===== src/rtl/alu_pkg.sv =====
// Shared ALU opcode constants, default width and a small opcode helper.
package alu_pkg;

  localparam int ALU_WIDTH = 32;

  localparam logic [3:0] ALU_AND = 4'b0000;
  localparam logic [3:0] ALU_OR  = 4'b0001;
  localparam logic [3:0] ALU_ADD = 4'b0010;
  localparam logic [3:0] ALU_SUB = 4'b0110;
  localparam logic [3:0] ALU_SLT = 4'b0111;
  localparam logic [3:0] ALU_NOR = 4'b1100;
  localparam logic [3:0] ALU_EQ  = 4'b1111;

  // True when the opcode belongs to the supported set.
  function automatic logic alu_op_known(input logic [3:0] op);
    case (op)
      ALU_AND, ALU_OR, ALU_ADD, ALU_SUB,
      ALU_SLT, ALU_NOR, ALU_EQ: alu_op_known = 1'b1;
      default:                  alu_op_known = 1'b0;
    endcase
  endfunction

endpackage


===== src/rtl/alu_core.sv =====
// Combinational ALU datapath: result, carry/no-borrow, signed overflow, bad opcode.
module alu_core
  import alu_pkg::*;
#(
  parameter int WIDTH = ALU_WIDTH
) (
  input  logic [WIDTH-1:0] a,
  input  logic [WIDTH-1:0] b,
  input  logic [3:0]       ctrl,
  output logic [WIDTH-1:0] result,
  output logic             carry,
  output logic             overflow,
  output logic             op_err
);

  logic [WIDTH-1:0] and_bits;
  logic [WIDTH-1:0] or_bits;
  logic [WIDTH-1:0] nor_bits;
  logic [WIDTH:0]   sum_ext;
  logic [WIDTH:0]   diff_ext;
  logic             add_ovf;
  logic             sub_ovf;
  logic             slt_bit;

  // Bitwise logic unit, one slice per bit.
  genvar gi;
  generate
    for (gi = 0; gi < WIDTH; gi++) begin : g_bitwise
      assign and_bits[gi] = a[gi] & b[gi];
      assign or_bits[gi]  = a[gi] | b[gi];
      assign nor_bits[gi] = ~(a[gi] | b[gi]);
    end
  endgenerate

  // Subtraction is A + ~B + 1, so the top bit is the "no borrow" flag.
  assign sum_ext  = {1'b0, a} + {1'b0, b};
  assign diff_ext = {1'b0, a} + {1'b0, ~b} + {{WIDTH{1'b0}}, 1'b1};

  assign add_ovf = (a[WIDTH-1] == b[WIDTH-1]) && (sum_ext[WIDTH-1] != a[WIDTH-1]);
  assign sub_ovf = (a[WIDTH-1] != b[WIDTH-1]) && (diff_ext[WIDTH-1] != a[WIDTH-1]);
  // Signed less-than: sign of A-B corrected by its overflow.
  assign slt_bit = diff_ext[WIDTH-1] ^ sub_ovf;

  // Opcode select; carry/overflow stay low outside ADD and SUB.
  always_comb begin
    result   = '0;
    carry    = 1'b0;
    overflow = 1'b0;
    op_err   = !alu_op_known(ctrl);
    case (ctrl)
      ALU_AND: result = and_bits;
      ALU_OR:  result = or_bits;
      ALU_NOR: result = nor_bits;
      ALU_ADD: begin
        result   = sum_ext[WIDTH-1:0];
        carry    = sum_ext[WIDTH];
        overflow = add_ovf;
      end
      ALU_SUB: begin
        result   = diff_ext[WIDTH-1:0];
        carry    = diff_ext[WIDTH];
        overflow = sub_ovf;
      end
      ALU_SLT: result = {{(WIDTH-1){1'b0}}, slt_bit};
      ALU_EQ:  result = {{(WIDTH-1){1'b0}}, (a == b)};
      default: result = '0;
    endcase
  end

endmodule


===== src/rtl/alu_pipe_resp.sv =====
// Two-stage valid/ready ALU responder: operand register, then result register.
module alu_pipe_resp
  import alu_pkg::*;
#(
  parameter int WIDTH = ALU_WIDTH,
  parameter int TAG_W = 4
) (
  input  logic             clk,
  input  logic             rst,
  input  logic             in_valid,
  output logic             in_ready,
  input  logic [WIDTH-1:0] A_in,
  input  logic [WIDTH-1:0] B_in,
  input  logic [3:0]       ALU_ctrl,
  input  logic [TAG_W-1:0] in_tag,
  output logic             out_valid,
  input  logic             out_ready,
  output logic [WIDTH-1:0] ALU_out,
  output logic             carry_out,
  output logic             zero,
  output logic             overflow,
  output logic             op_err,
  output logic [TAG_W-1:0] out_tag
);

  logic             s1_valid_reg;
  logic [WIDTH-1:0] s1_a_reg;
  logic [WIDTH-1:0] s1_b_reg;
  logic [3:0]       s1_ctrl_reg;
  logic [TAG_W-1:0] s1_tag_reg;

  logic             out_valid_reg;
  logic [WIDTH-1:0] out_result_reg;
  logic             out_carry_reg;
  logic             out_zero_reg;
  logic             out_ovf_reg;
  logic             out_err_reg;
  logic [TAG_W-1:0] out_tag_reg;

  logic [WIDTH-1:0] result_next;
  logic             carry_next;
  logic             ovf_next;
  logic             err_next;

  logic             out_adv;
  logic             s1_adv;

  // A stage may advance when it is empty or its successor advances; in_ready
  // therefore follows out_ready combinationally when both stages are full.
  assign out_adv  = !out_valid_reg || out_ready;
  assign s1_adv   = !s1_valid_reg || out_adv;
  assign in_ready = s1_adv;

  // Stage 1: capture operands, opcode and tag on an input transfer.
  always_ff @(posedge clk) begin
    if (rst) begin
      s1_valid_reg <= 1'b0;
      s1_a_reg     <= '0;
      s1_b_reg     <= '0;
      s1_ctrl_reg  <= '0;
      s1_tag_reg   <= '0;
    end else if (s1_adv) begin
      s1_valid_reg <= in_valid;
      if (in_valid) begin
        s1_a_reg    <= A_in;
        s1_b_reg    <= B_in;
        s1_ctrl_reg <= ALU_ctrl;
        s1_tag_reg  <= in_tag;
      end
    end
  end

  alu_core #(
    .WIDTH (WIDTH)
  ) u_core (
    .a        (s1_a_reg),
    .b        (s1_b_reg),
    .ctrl     (s1_ctrl_reg),
    .result   (result_next),
    .carry    (carry_next),
    .overflow (ovf_next),
    .op_err   (err_next)
  );

  // Stage 2: register the result; data only changes when a new op moves in,
  // so an empty bubble leaves the last result visible but unflagged.
  always_ff @(posedge clk) begin
    if (rst) begin
      out_valid_reg  <= 1'b0;
      out_result_reg <= '0;
      out_carry_reg  <= 1'b0;
      out_zero_reg   <= 1'b0;
      out_ovf_reg    <= 1'b0;
      out_err_reg    <= 1'b0;
      out_tag_reg    <= '0;
    end else if (out_adv) begin
      out_valid_reg <= s1_valid_reg;
      if (s1_valid_reg) begin
        out_result_reg <= result_next;
        out_carry_reg  <= carry_next;
        out_zero_reg   <= (result_next == '0);
        out_ovf_reg    <= ovf_next;
        out_err_reg    <= err_next;
        out_tag_reg    <= s1_tag_reg;
      end
    end
  end

  assign out_valid = out_valid_reg;
  assign ALU_out   = out_result_reg;
  assign carry_out = out_carry_reg;
  assign zero      = out_zero_reg;
  assign overflow  = out_ovf_reg;
  assign op_err    = out_err_reg;
  assign out_tag   = out_tag_reg;

endmodule


===== config.mk =====
export PLATFORM = sky130hd
export DESIGN_NAME = alu_pipe_resp
export DESIGN_NICKNAME = d
export VERILOG_FILES = /design/src/rtl/alu_pkg.sv /design/src/rtl/alu_core.sv /design/src/rtl/alu_pipe_resp.sv
export SDC_FILE = /design/constraint.sdc
export NUM_CORES = 1
export LEC_CHECK = 0
export ABC_AREA = 1
export BUFFER_PORTS_ARGS = -buffer_cell sky130_fd_sc_hd__clkbuf_2
export CORE_UTILIZATION = 45
export DETAILED_ROUTE_END_ITERATION = 6
export PLACE_DENSITY_LB_ADDON = 0.12
export SLEW_MARGIN = 20
export SYNTH_ARGS = -nofsm -noshare
export SYNTH_HDL_FRONTEND = slang
export SYNTH_SLANG_ARGS = --single-unit

===== constraint.sdc =====
create_clock -name clk -period 6.2 [get_ports clk]
set_input_delay 0.62 -clock clk [delete_from_list [all_inputs] [get_ports clk]]
set_output_delay 0.62 -clock clk [all_outputs]
set_load 0.02 [all_outputs]

==> flow_summary.yaml <==
layout:
  seq_area_sq_mm: 0.002282
  multi_input_comb_area_sq_mm: 0.006491
  drive_gt1_share_pct: 10.81
  area_delta_synth_final_pct: 11.46
  nNetsFinal: 1984
  n_fill_cell: 2445
  num_antenna_cells: 0
  final_area_sq_mm: 0.01152
power:
  power.net_switching_mw: 1.108
  power_leakage_nw: 6.191
  internal-power_mw: 1.655
  pwr-share-comb_pct: 32.5
  powerDensity_mw_per_mm2: 240.0
  ir_drop_uv: 208.3
  p_clk_share_pct: 37.8
  p_seq_share_pct: 29.7
  p_sw_share_pct: 40.10
global_routing:
  grt_overflow: 0
  grt_pass1_vias: 10070
  grt_start_max_net_pins: 92
  grt_use_total_pct: 31.91
  grt_pass1_wl_microns: 57590
  antenna_found_initial: 0
synth:
  synth_top_area_share_pct: 22.09
  syn_area_per_cell_sq_um: 5.948
  yosys-top-cells-area: "dfxtp_1, nand2_1, ha_1, inv_1, nor2_1"
  ys_warn_count: 0
  seq_area_frac_synth_pct: 22.09
  post-synth-top-area-cell: "dfxtp_1"
  ys_seq_elements: 114
  synthDistinctLibCells: 38
  syn_area_sq_mm: 0.01033
  syn_nets: 1912
  synthCells: 1737
setup_path:
  critical_path.max_stage_delay_ps: 460
  r2r_start: "s1_a_reg[2]"
  criticalPathCategory: "reg2reg"
  crit_fanout: 11
  path_common_cell: "nand2_1"
  cp-startpoint: "s1_a_reg[2]"
  cp-end-kind: "register"
  cpLargestDelayFamily: "simple AND/OR/NAND/NOR gates"
  cp.required_ps: 6550
  arrival_ps: 4070
  crit_buf_inv: 2
  startpoint_type: "register"
  critPathSlowestCell: "ha_1"
hold_path:
  hp-start: "in_tag[3]"
  min_path_type: "in2reg"
route:
  first_pass_iters: 5
  post-route-drc-count: 0
  wl_per_cell_microns: 17.77
  ant_nets: 0
  routed_wl_microns: 37440
  viasPerCell: 5.274
  wl_met3_microns: 2545
  wl_met1_microns: 18670
  drtIter0Drc: 1077
  route.met2.wl_microns: 15680
  num_vias: 11110
  highest-signal-layer: "met4"
cts:
  cts_repair_resize_count: 0
  post_cts_buffers: 0
  cts.clk_slew.worst_paths_ps: 70
  hold_buffers: 0
  htree_levels: 4
  cts_num_sinks: 114
  cts_max_path_buffers: 2
  cts-buffers-inserted: 17
  cts_tree: "yes"
  root_buffer: "clkbuf_16"
  worstSkewPairLatency_ps: 440
floorplan:
  rows: 55
  start_util_pct: 45.78
  dieHeight_microns: 153.5
  dieArea_sq_mm: 0.02357
  io_pins: 118
  die_w_microns: 153.5
  coreArea_sq_mm: 0.02257
timing:
  finalHoldViolations: 0
  maxSlewViolCount: 0
  fin_setup_tns_ps: 0
  clock.fmax_mhz: 268.7
  period_share_pct: 60.02
  finClkSkew_ps: 15.68
  worst_slew_pin_slew_ps: 864.3
  setup_viol_count_final: 0
  hold_slack_ps: 445.2
  rsz0062_at_grt: "no"
  period_needed_ps: 3721
  slew_headroom_pct: 42.38
placed_design:
  dpl.hpwl_microns: 28990
  routabilityCongestion: 0.9542
  placed_area_sq_mm: 0.01092
  io_buffer_count: 117
flow_run:
  maxCapViolations: 0
status:
  status: "complete, no violations"
layer usage:
layer	up-vias	global-route usage [%]
met5	-	0
met4	0	7.048
met3	34	4.876
met2	384	48.23
met1	5049	47.27
li1	5646	-
cells in the mapped netlist:
master and count:
a211oi_1 1, a21boi_0 1, a21oi_1 128, a21oi_2 6, a221oi_1 22, a221oi_2 1, a31oi_1 3, and2_0 1
and2_1 1, and3_1 2, buf_1 1, buf_2 9, buf_4 9, buf_6 15, clkbuf_1 37, dfxtp_1 114
fa_1 3, ha_1 96, inv_1 302, inv_2 4, nand2_1 407, nand2_2 9, nand2_4 1, nand3_1 150
nand3_2 4, nand3b_1 4, nand4_1 9, nor2_1 209, nor2_2 13, nor3_1 18, nor3_2 1, nor4_1 2
o211ai_1 7, o21ai_0 139, o21ai_1 1, o21bai_1 5, o22ai_1 1, xnor2_1 1
worst reg2reg max path, delay by kind of cell (launching register included):
kind                       cells  cell delay, ps
AOI/OAI and AO/OA              3             300
adders and majority gates      2             840
buffers and inverters          2             200
DFF                            1             370
and+or+nand+nor               21            1930
kinds of logic after synthesis:
| logic type | count (synthesis) | synth area share [%] |
|---|---|---|
| buf+inv | 377 | 15.22 |
| fa+ha+maj | 99 | 12.21 |
| flops | 114 | 22.09 |
| xor+xnor | 1 | 0.08478 |
| compound gates | 315 | 16.76 |
| simple gates | 831 | 33.64 |
area by class of cell:
type	instances	area share (%)
clock buffers	17	3.694
clock inverters	15	1.510
inverters	306	9.974
multi-input cells	1246	56.37
flip-flops and latches	114	19.82
well taps	285	3.096
repair buffers	124	5.541
worst paths after layout:
check	depth (start not counted)	slack, ps	to
min reg2reg	2	480	s1_tag_reg[1]
min	3	450	s1_tag_reg[3]
max	28	2480	zero
max reg2reg	28	2480	zero
metrics by stage:
step / setup slack [ps] / util, % / total power, mW / std cells
3_3_place_gp: 2659 / 48.36 / 1.714 / 2075
3_5_place_dp: 2602 / 48.36 / 1.716 / 2075
5_1_grt: 2070 / 51.02 / 2.907 / 2107
6_report: 2479 / 51.02 / 2.764 / 2107
2_1_floorplan: 3183 / - / 1.465 / 1737
4_1_cts: 2556 / 51.02 / 2.758 / 2107
cell usage in the layout (no fill, tap or decap), types with 4 or more instances in the layout:
cell type	instances
a21oi_1	128
a21oi_2	6
a221oi_1	22
buf_4	7
clkbuf_16	17
clkbuf_2	117
clkinv_4	4
dfxtp_1	114
ha_1	96
inv_1	301
inv_2	5
inv_6	5
nand2_1	406
nand2_2	9
nand3_1	150
nand3_2	4
nand3b_1	4
nand4_1	9
nor2_1	209
nor2_2	13
nor3_1	18
o211ai_1	7
o21ai_0	139
o21bai_1	5
power by group through the flow:
| stage | logic, mW | registers (mW) | clock network [mW] |
|---|---|---|---|
| 2_1_floorplan | 0.613 | 0.852 | 0 |
| 3_3_place_gp | 0.879 | 0.834 | 0 |
| 3_5_place_dp | 0.879 | 0.837 | 0 |
| 4_1_cts | 0.883 | 0.821 | 1.05 |
| 5_1_grt | 0.994 | 0.827 | 1.09 |
| 6_report | 0.899 | 0.821 | 1.04 |
Power figures use the tool's default switching activity.
